File: src/rtl/muacm_pkg.sv
// Shared constants and state encoding for the muacm IN-side packetizer.
package muacm_pkg;

  typedef enum logic [1:0] {
    ST_IDLE  = 2'd0,
    ST_ACCUM = 2'd1,
    ST_SEND  = 2'd2,
    ST_FLUSH = 2'd3
  } state_t;

  localparam int MAX_PKT_DEFAULT = 64;
  localparam int CYCLES_PER_US   = 48;
  // 100 us of idle at the 48 MHz USB clock.
  localparam int TIMEOUT_DEFAULT = 100 * CYCLES_PER_US;

endpackage

File: src/rtl/fifo_sync_ram.sv
// Synchronous FIFO with first-word-fall-through read; a written word is
// visible on rd_data one cycle after the write.
module fifo_sync_ram #(
  parameter int WIDTH = 8,
  parameter int LOG2  = 8
) (
  input  logic             clk,
  input  logic             rst,
  input  logic             wr_en,
  input  logic [WIDTH-1:0] wr_data,
  input  logic             rd_en,
  output logic [WIDTH-1:0] rd_data,
  output logic             full,
  output logic             empty,
  output logic [LOG2:0]    level
);

  localparam logic [LOG2:0]   DEPTH   = (LOG2+1)'(1 << LOG2);
  localparam logic [LOG2:0]   LVL_ONE = (LOG2+1)'(1);
  localparam logic [LOG2-1:0] PTR_ONE = LOG2'(1);

  logic [WIDTH-1:0] mem [0:(1 << LOG2)-1];
  logic [LOG2-1:0]  wr_ptr;
  logic [LOG2-1:0]  rd_ptr;
  logic             wr;
  logic             rd;

  assign full    = (level == DEPTH);
  assign empty   = (level == '0);
  assign wr      = wr_en && !full;
  assign rd      = rd_en && !empty;
  assign rd_data = mem[rd_ptr];

  always_ff @(posedge clk) begin
    if (wr) mem[wr_ptr] <= wr_data;
  end

  always_ff @(posedge clk) begin
    if (rst) begin
      wr_ptr <= '0;
      rd_ptr <= '0;
      level  <= '0;
    end else begin
      if (wr) wr_ptr <= wr_ptr + PTR_ONE;
      if (rd) rd_ptr <= rd_ptr + PTR_ONE;
      case ({wr, rd})
        2'b10:   level <= level + LVL_ONE;
        2'b01:   level <= level - LVL_ONE;
        default: level <= level;
      endcase
    end
  end

endmodule

File: src/rtl/muacm_in_packer.sv
// Packetizer feeding the muacm IN byte pipe: buffers user bytes and closes
// packets on max size, idle timeout or user flush.
//
//   state    | meaning
//   ST_IDLE  | FIFO empty, nothing pending
//   ST_ACCUM | bytes buffered, waiting for a close trigger
//   ST_SEND  | streaming a latched-length packet to muacm
//   ST_FLUSH | one-cycle in_flush_now pulse
module muacm_in_packer import muacm_pkg::*; #(
  parameter int   FIFO_LOG2  = 8,
  parameter int   MAX_PKT    = MAX_PKT_DEFAULT,
  parameter int   TIMEOUT    = TIMEOUT_DEFAULT,
  parameter logic FLUSH_TIME = 1'b1
) (
  input  logic       clk,
  input  logic       rst,
  input  logic [7:0] s_data,
  input  logic       s_valid,
  output logic       s_ready,
  input  logic       s_flush,
  output logic [7:0] in_data,
  output logic       in_last,
  output logic       in_valid,
  input  logic       in_ready,
  output logic       in_flush_now,
  output logic       in_flush_time
);

  localparam int CNT_W   = $clog2(MAX_PKT + 1);
  localparam int TIMER_W = (TIMEOUT > 0) ? $clog2(TIMEOUT + 1) : 1;

  localparam logic [FIFO_LOG2:0] MAX_LVL   = (FIFO_LOG2+1)'(MAX_PKT);
  localparam logic [FIFO_LOG2:0] LVL_ONE   = (FIFO_LOG2+1)'(1);
  localparam logic [CNT_W-1:0]   MAX_CNT   = CNT_W'(MAX_PKT);
  localparam logic [CNT_W-1:0]   CNT_ONE   = CNT_W'(1);
  localparam logic [TIMER_W-1:0] TIMEOUT_V = TIMER_W'(TIMEOUT);
  localparam logic [TIMER_W-1:0] TMR_ONE   = TIMER_W'(1);

  state_t             state;
  state_t             state_next;
  logic               flush_pend;
  logic [TIMER_W-1:0] timer;
  logic [CNT_W-1:0]   cnt;
  logic [CNT_W-1:0]   pkt_len;
  logic [FIFO_LOG2:0] level;
  logic [FIFO_LOG2:0] level_after;
  logic               full;
  logic               empty;
  logic               accept;
  logic               rd;
  logic               xfer_last;
  logic               timeout_hit;
  logic               go_send;

  fifo_sync_ram #(
    .WIDTH (8),
    .LOG2  (FIFO_LOG2)
  ) u_fifo (
    .clk     (clk),
    .rst     (rst),
    .wr_en   (accept),
    .wr_data (s_data),
    .rd_en   (rd),
    .rd_data (in_data),
    .full    (full),
    .empty   (empty),
    .level   (level)
  );

  assign s_ready       = !full && !rst;
  assign accept        = s_valid && s_ready;
  assign in_valid      = (state == ST_SEND) && !empty;
  assign in_last       = (state == ST_SEND) && (cnt == CNT_ONE);
  assign rd            = in_valid && in_ready;
  assign xfer_last     = rd && (cnt == CNT_ONE);
  assign timeout_hit   = (TIMEOUT != 0) && (timer == TIMEOUT_V);
  assign in_flush_time = FLUSH_TIME;

  // Occupancy once this cycle's read and write have landed.
  assign level_after = level - LVL_ONE + (accept ? LVL_ONE : '0);
  assign pkt_len     = (level >= MAX_LVL) ? MAX_CNT : CNT_W'(level);

  always_comb begin
    state_next   = state;
    go_send      = 1'b0;
    in_flush_now = 1'b0;
    case (state)
      ST_IDLE: begin
        if (level != '0)     state_next = ST_ACCUM;
        else if (flush_pend) state_next = ST_FLUSH;
      end
      ST_ACCUM: begin
        // All three triggers latch the same length, so priority is moot here.
        if ((level >= MAX_LVL) || flush_pend || timeout_hit) begin
          state_next = ST_SEND;
          go_send    = 1'b1;
        end
      end
      ST_SEND: begin
        if (xfer_last) begin
          if (flush_pend && (level_after == '0)) state_next = ST_FLUSH;
          else if (level_after != '0)            state_next = ST_ACCUM;
          else                                   state_next = ST_IDLE;
        end
      end
      ST_FLUSH: begin
        in_flush_now = 1'b1;
        state_next   = (level != '0) ? ST_ACCUM : ST_IDLE;
      end
      default: state_next = ST_IDLE;
    endcase
  end

  always_ff @(posedge clk) begin
    if (rst) begin
      state      <= ST_IDLE;
      flush_pend <= 1'b0;
      timer      <= '0;
      cnt        <= '0;
    end else begin
      state <= state_next;

      if (state == ST_FLUSH)  flush_pend <= 1'b0;
      else if (s_flush)       flush_pend <= 1'b1;

      if (accept || ((state == ST_SEND) && (state_next != ST_SEND)))
        timer <= '0;
      else if ((state == ST_ACCUM) && (timer != TIMEOUT_V))
        timer <= timer + TMR_ONE;

      if (go_send)  cnt <= pkt_len;
      else if (rd)  cnt <= cnt - CNT_ONE;
    end
  end

endmodule

File: config.mk
export PLATFORM = sky130hd
export DESIGN_NAME = muacm_in_packer
export DESIGN_NICKNAME = d
export VERILOG_FILES = /design/src/rtl/muacm_pkg.sv /design/src/rtl/fifo_sync_ram.sv /design/src/rtl/muacm_in_packer.sv
export SDC_FILE = /design/constraint.sdc
export NUM_CORES = 2
export LEC_CHECK = 0
export CORE_MARGIN = 4
export CORE_UTILIZATION = 63
export CTS_CLUSTER_DIAMETER = 60
export DETAILED_ROUTE_END_ITERATION = 10
export MAX_ROUTING_LAYER = met4
export PLACE_DENSITY = 0.79
export SETUP_SLACK_MARGIN = 0.2
export SLEW_MARGIN = 25
export SYNTH_ARGS = -nofsm -noshare
export SYNTH_HDL_FRONTEND = slang
export SYNTH_SLANG_ARGS = --single-unit
File: constraint.sdc
create_clock -name clk -period 4.55 [get_ports clk]
set_clock_uncertainty 0.05 [all_clocks]
set_input_delay 0.91 -clock clk [delete_from_list [all_inputs] [get_ports clk]]
set_output_delay 0.91 -clock clk [all_outputs]
set_load 0.01 [all_outputs]
## Word level (Yosys, flattened, before mapping)

Memory sizes are Yosys's and may differ from the RTL's. A register that Yosys moved wholly into a read port is not among the register bits.
Index checks and enable logic that the tools add are counted.

- Reductions and logical operators: 26
- Magnitude comparators: 1
- Add/sub/neg operators: 7
- Equal/unequal tests: 10
- Muxes and demuxes: 20

Operators by type and width:

| operator | number |
|---|---|
| 7-bit 2-to-1 mux | 3 |
| 9-bit logical NOT | 2 |
| 9-bit case mux with 2 select lines | 1 |
| 9-bit nonzero test | 2 |
| 8-bit by 1-bit adder with 8-bit output, second input constant | 2 |
| 8-bit 2-to-1 mux | 2 |
| 13-bit by 1-bit adder with 13-bit output, second input constant | 1 |
| 13-bit equality test, second input constant | 1 |
| 13-bit != test, second input constant | 1 |
| 1-bit logical AND | 11 |
| 2-bit 2-to-1 mux | 5 |
| 9-bit by 1-bit adder with 9-bit output | 1 |
| 9-bit by 1-bit adder with 9-bit output, second input constant | 1 |
| 9-bit equality test, second input constant | 1 |
| 9-bit by 7-bit >= comparator with 1-bit output, second input constant | 1 |
| 9-bit by 1-bit subtractor with 9-bit output, second input constant | 1 |
| 1-bit 2-to-1 mux | 8 |
| 2-bit case mux with 4 select lines | 1 |
| 7-bit by 1-bit equality test with 1-bit output, second input constant | 1 |
| 7-bit by 1-bit subtractor with 7-bit output, second input constant | 1 |
| 2-bit equality test, second input constant | 3 |
| 2-bit by 1-bit equality test with 1-bit output, second input constant | 2 |
| 2-bit nonzero test | 2 |
| 2-bit OR reduction | 2 |
| other kinds (4) | 8 |

- Input port bits: 13
- Memories: 1
- Output and inout port bits: 13
- Logic and storage cells: 72
- Flip-flop bits (word level): 48
- Memory bits (writable): 2048

Memories:

| name | depth | bits a word | read ports | clocked after memory_dff | write ports | RTL line | source |
|---|---|---|---|---|---|---|---|
| u_fifo.mem | 256 | 8 | 1 | 1 | 1 | fifo_sync_ram.sv:22 | `logic [WIDTH-1:0] mem [0:(1 << LOG2)-1];` |

## Depth between registers and ports, before layout

- Word-level depth: 15
- Depth in mapped cells: 17
- Gate-level depth less buffers: 13

## Cells and area by module

Synthesis repeated with hierarchy kept, for this count alone.

- Cell total of the unflattened synthesis: 4129
- Area, all modules: 82464.1 um^2

Modules (own cells, without submodules):

| module | area each (um^2) | instances | seq. area each (um^2) | cells each |
|---|---|---|---|---|
| fifo_sync_ram | 80988.9 | 1 | 62159.6 | 3956 |
| muacm_in_packer | 1475.2 | 1 | 460.4 | 173 |

## Worst setup path before layout

No wires, ideal clock.

- Path type: register to register
- Start point: register u_fifo.level[0]
- End point: memory u_fifo.mem[223][0], enable pin
- Stages on the path, launching flop included: 12
- Period minus slack after synthesis: 3.349 ns
- Path buffers: 4
- Library setup time: 0.370 ns
- Required time: 4.130 ns
- Setup slack: 1.201 ns
- Arrival: 2.928 ns
- Cell sequence: dfxtp_1 clkbuf_1 inv_1 ha_1 buf_6 nor3b_2 a311oi_2 and3_1 clkbuf_1 nand2_1 clkbuf_1 nor2_1

- Cells in the longest elaborated chain, start to end: 7

Ends and longest elaborated chain:

| item | RTL line | source |
|---|---|---|
| from (decl) | fifo_sync_ram.sv:15 | `output logic [LOG2:0] level` |
| from (signal assigned) | fifo_sync_ram.sv:47 | `2'b10: level <= level + LVL_ONE;` |
| from (signal assigned) | fifo_sync_ram.sv:48 | `2'b01: level <= level - LVL_ONE;` |
| from (signal assigned) | fifo_sync_ram.sv:49 | `default: level <= level;` |
| 9-bit equality test (*) | fifo_sync_ram.sv:28 | `assign full = (level == DEPTH);` |
| 1-bit logical NOT (*) | fifo_sync_ram.sv:30, muacm_in_packer.sv:70 |  |
| 1-bit logical AND | muacm_in_packer.sv:70 | `assign s_ready = !full && !rst;` |
| 1-bit logical AND | muacm_in_packer.sv:71 | `assign accept = s_valid && s_ready;` |
| 1-bit logical AND (*) | fifo_sync_ram.sv:30 | `assign wr = wr_en && !full;` |
| 1-bit 2-to-1 mux (*) | fifo_sync_ram.sv:35 | `if (wr) mem[wr_ptr] <= wr_data;` |
| 1-bit 2-to-1 mux (implied by the code) (*) | fifo_sync_ram.sv:35 |  |
| to (decl) | fifo_sync_ram.sv:22 |  |

Mark *: on every way between the ends. The rest lies on a longest branch, timed or not.

==> impl_metrics.toml <==
[synth]
synth_flop_cell = "edfxtp_1"
ys_top_cells_by_count = "edfxtp_1, mux4_2, nor2_1"
synth_cell_type_count = 71
async_flop_share_pct = 0
synth-seq-cells = 2104
ys_warn_count = 0
synthCells = 4142
synth_top_area_share_pct = 75.06
synth_nets = 4169
synth_area_leaders = "edfxtp_1, mux4_2, mux2i_1"
synth-seq-area-share_pct = 76.43
synth_most_common_cell = "edfxtp_1"
synth_top_area_cell = "edfxtp_1"
synth_edf_count = 2048
avgSynthCellArea_um2 = 19.78
netlist_area_mm2 = 0.08193

[place]
place_congestion = 0.9293
hpwl_mm = 124.5
dp_cells = 6015
io_buffer_count = 24
dpl-instance-area_mm2 = 0.08643
place_worst_setup_slack_ps = -257.9

[cts]
clock-sinks = 2104
hold_buffers = 0
cts_made_buffers = 198
clk-insertion-delay-late_ps = 840
cts-root-buf = "clkbuf_16"
ctsHtreeMaxLevel = 4
path_clk_slew_ps = 60
clk_path_buf_depth = 3
cts_tree = "built"

[worst_setup_path]
rr_worst_depth = 9
startpoint_type = "register"
cp_max_fo = 8
end_kind = "output port"
reg2reg_slack_ps = 660
regToRegEndpoint = "u_fifo.mem[145][7]"
crit_required_ps = 3590
arrival_ps = 3990
path_class = "register to output port"
reg2reg_from = "u_fifo.level[1]"

[power_and_ir_drop]
ir_drop_mv = 0.4221
power_mw = 38.94
powerDensity_mw_per_mm2 = 409.8
leakagePower_nw = 29.07

[sta]
finalCritPeriodShare_pct = 108.7
finalHoldViolCount = 0
worst_pin_slew_ps = 1204
fmax_ghz = 0.2021
setup_ws_ps = -398.1
setup_viol = 8
final_max_slew_viol_count = 0
layout_min_cycle_time_ps = 4948
hold_ws_ps = 469.3
max_slew_margin_pct = 19.76
rsz0062_at_grt = "true"
setup_tns_ps = -2337

[min_path]
hold_class = "register to register"
min_path_cells = 2
holdPathEnd = "timer[12]"
holdCritStartpoint = "timer[12]"

[floorplan]
core_region_area_mm2 = 0.1293
start_util_pct = 63.36
rows = 132
die_area_mm2 = 0.1359
die_h_um = 368.6
die_w_um = 368.6
io_pins = 26

[global_routing]
grt_max_degree = 120
grt_pass1_wl_mm = 320.7
track_usage_pct = 33.77
first_global_vias = 45780
overflow = 0
antenna_found_initial = 7

[layout]
fill_cells = 6642
nets = 4560
final_util_pct = 73.49
postLayoutCellArea_mm2 = 0.09503
drive_above_1_share_pct = 28.40
finalNonFillerCells = 6446
area_growth_syn_to_layout_pct = 15.99

[detailed_routing]
drc_errors = 0
avgViaCountPerCell = 7.285
drt_pass1_iterations = 9
wire_per_inst_um = 35.85
vias = 46960
ant_nets = 0
drtIter0Drc = 8100
wl_mm = 231.1

[run_status]
status = "finished with violations"
violations = "negative setup slack"

[flow_run]
drv_cap = 0
[sequential cells by signal, summed over array words and instances (netlist names), named ones only]
| signal | count |
|---|---|
| cnt | 7 |
| u_fifo.level | 9 |
| u_fifo.wr_ptr | 8 |
| state | 2 |
| u_fifo.mem | 2048 |
| timer | 13 |
| flush_pend | 1 |
| u_fifo.rd_ptr | 8 |
[metal layers]
metal,global-route usage [%],vias up,wire length (um)
li1,-,17850,-
met1,44.99,23600,76260
met2,50.23,4550,108900
met3,8.372,966,30940
met4,15.57,0,15010
met5,-,-,0
[power by group]
group          leakage (nW)  internal [mW]  switching, mW
clock                  3.03           8.92           7.46
sequential             18.9           21.3         0.0319
combinational          7.18          0.484          0.786
total                  29.1           30.7           8.27
[repair_timing]
| item | CTS | global route |
|---|---|---|
| pin swaps | 13 | 40 |
| cloned | 9 | 6 |
| gates resized for setup | 160 | 138 |
| setup endpoints to repair | 8 | 9 |
| buffers inserted | 15 | 30 |
[area by class of cell]
| type | count | area, um^2 | area share, % |
|---|---|---|---|
| flip-flops and latches | 2104 | 62630 | 65.91 |
| multi-input cells | 1764 | 19220 | 20.23 |
| clock buffers | 253 | 5234 | 5.507 |
| repair buffers | 445 | 4631 | 4.873 |
| well taps | 1742 | 2180 | 2.294 |
| clock inverters | 108 | 1032 | 1.086 |
| inverters | 20 | 75.07 | 0.07900 |
| diodes | 10 | 25.02 | 0.02633 |
[kinds of logic after synthesis]
group / Yosys count / synth area share [%]
flops: 2104 / 76.43
simple gates: 648 / 3.563
mux: 590 / 13.77
compound gates: 466 / 3.937
buf+inv: 274 / 1.600
xor+xnor: 45 / 0.4810
fa+ha+maj: 14 / 0.2138
other cells: 1 / 0.004577
[worst max-delay path by stage]
stage,endpoint,from,slack (ps),depth (start not counted)
after floorplan,u_fifo.mem[223][0],u_fifo.level[0],1200,11
after global placement,in_data[7],register,-240,11
after detailed placement,in_data[7],register,-260,11
after CTS,in_data[6],register,-570,12
after global routing,in_data[2],register,-460,9
final,in_data[2],register,-400,9
[critical path, stage by stage (launching register included)]
cell            delay [ps]
dfxtp_1                660
buf_4                  240
nand2_1                100
a21oi_1                930
nor3_1                 250
a211oi_4               380
buf_6                  180
nor4_1                  50
buf_4                  180
dlymetal6s2s_1         170
[layout by cell type, fill, tap and decap left out, types with 44 or more instances in the layout]
cell and count:
a22oi_1 117, edfxtp_1 2048, nand2_1 82, a21oi_1 99, mux2i_1 151, dfxtp_1 51, clkbuf_1 50, nor2_1 357
clkbuf_16 206, mux4_2 429, a22oi_2 44, buf_4 327
No activity file was read; power rests on OpenSTA's default activity.
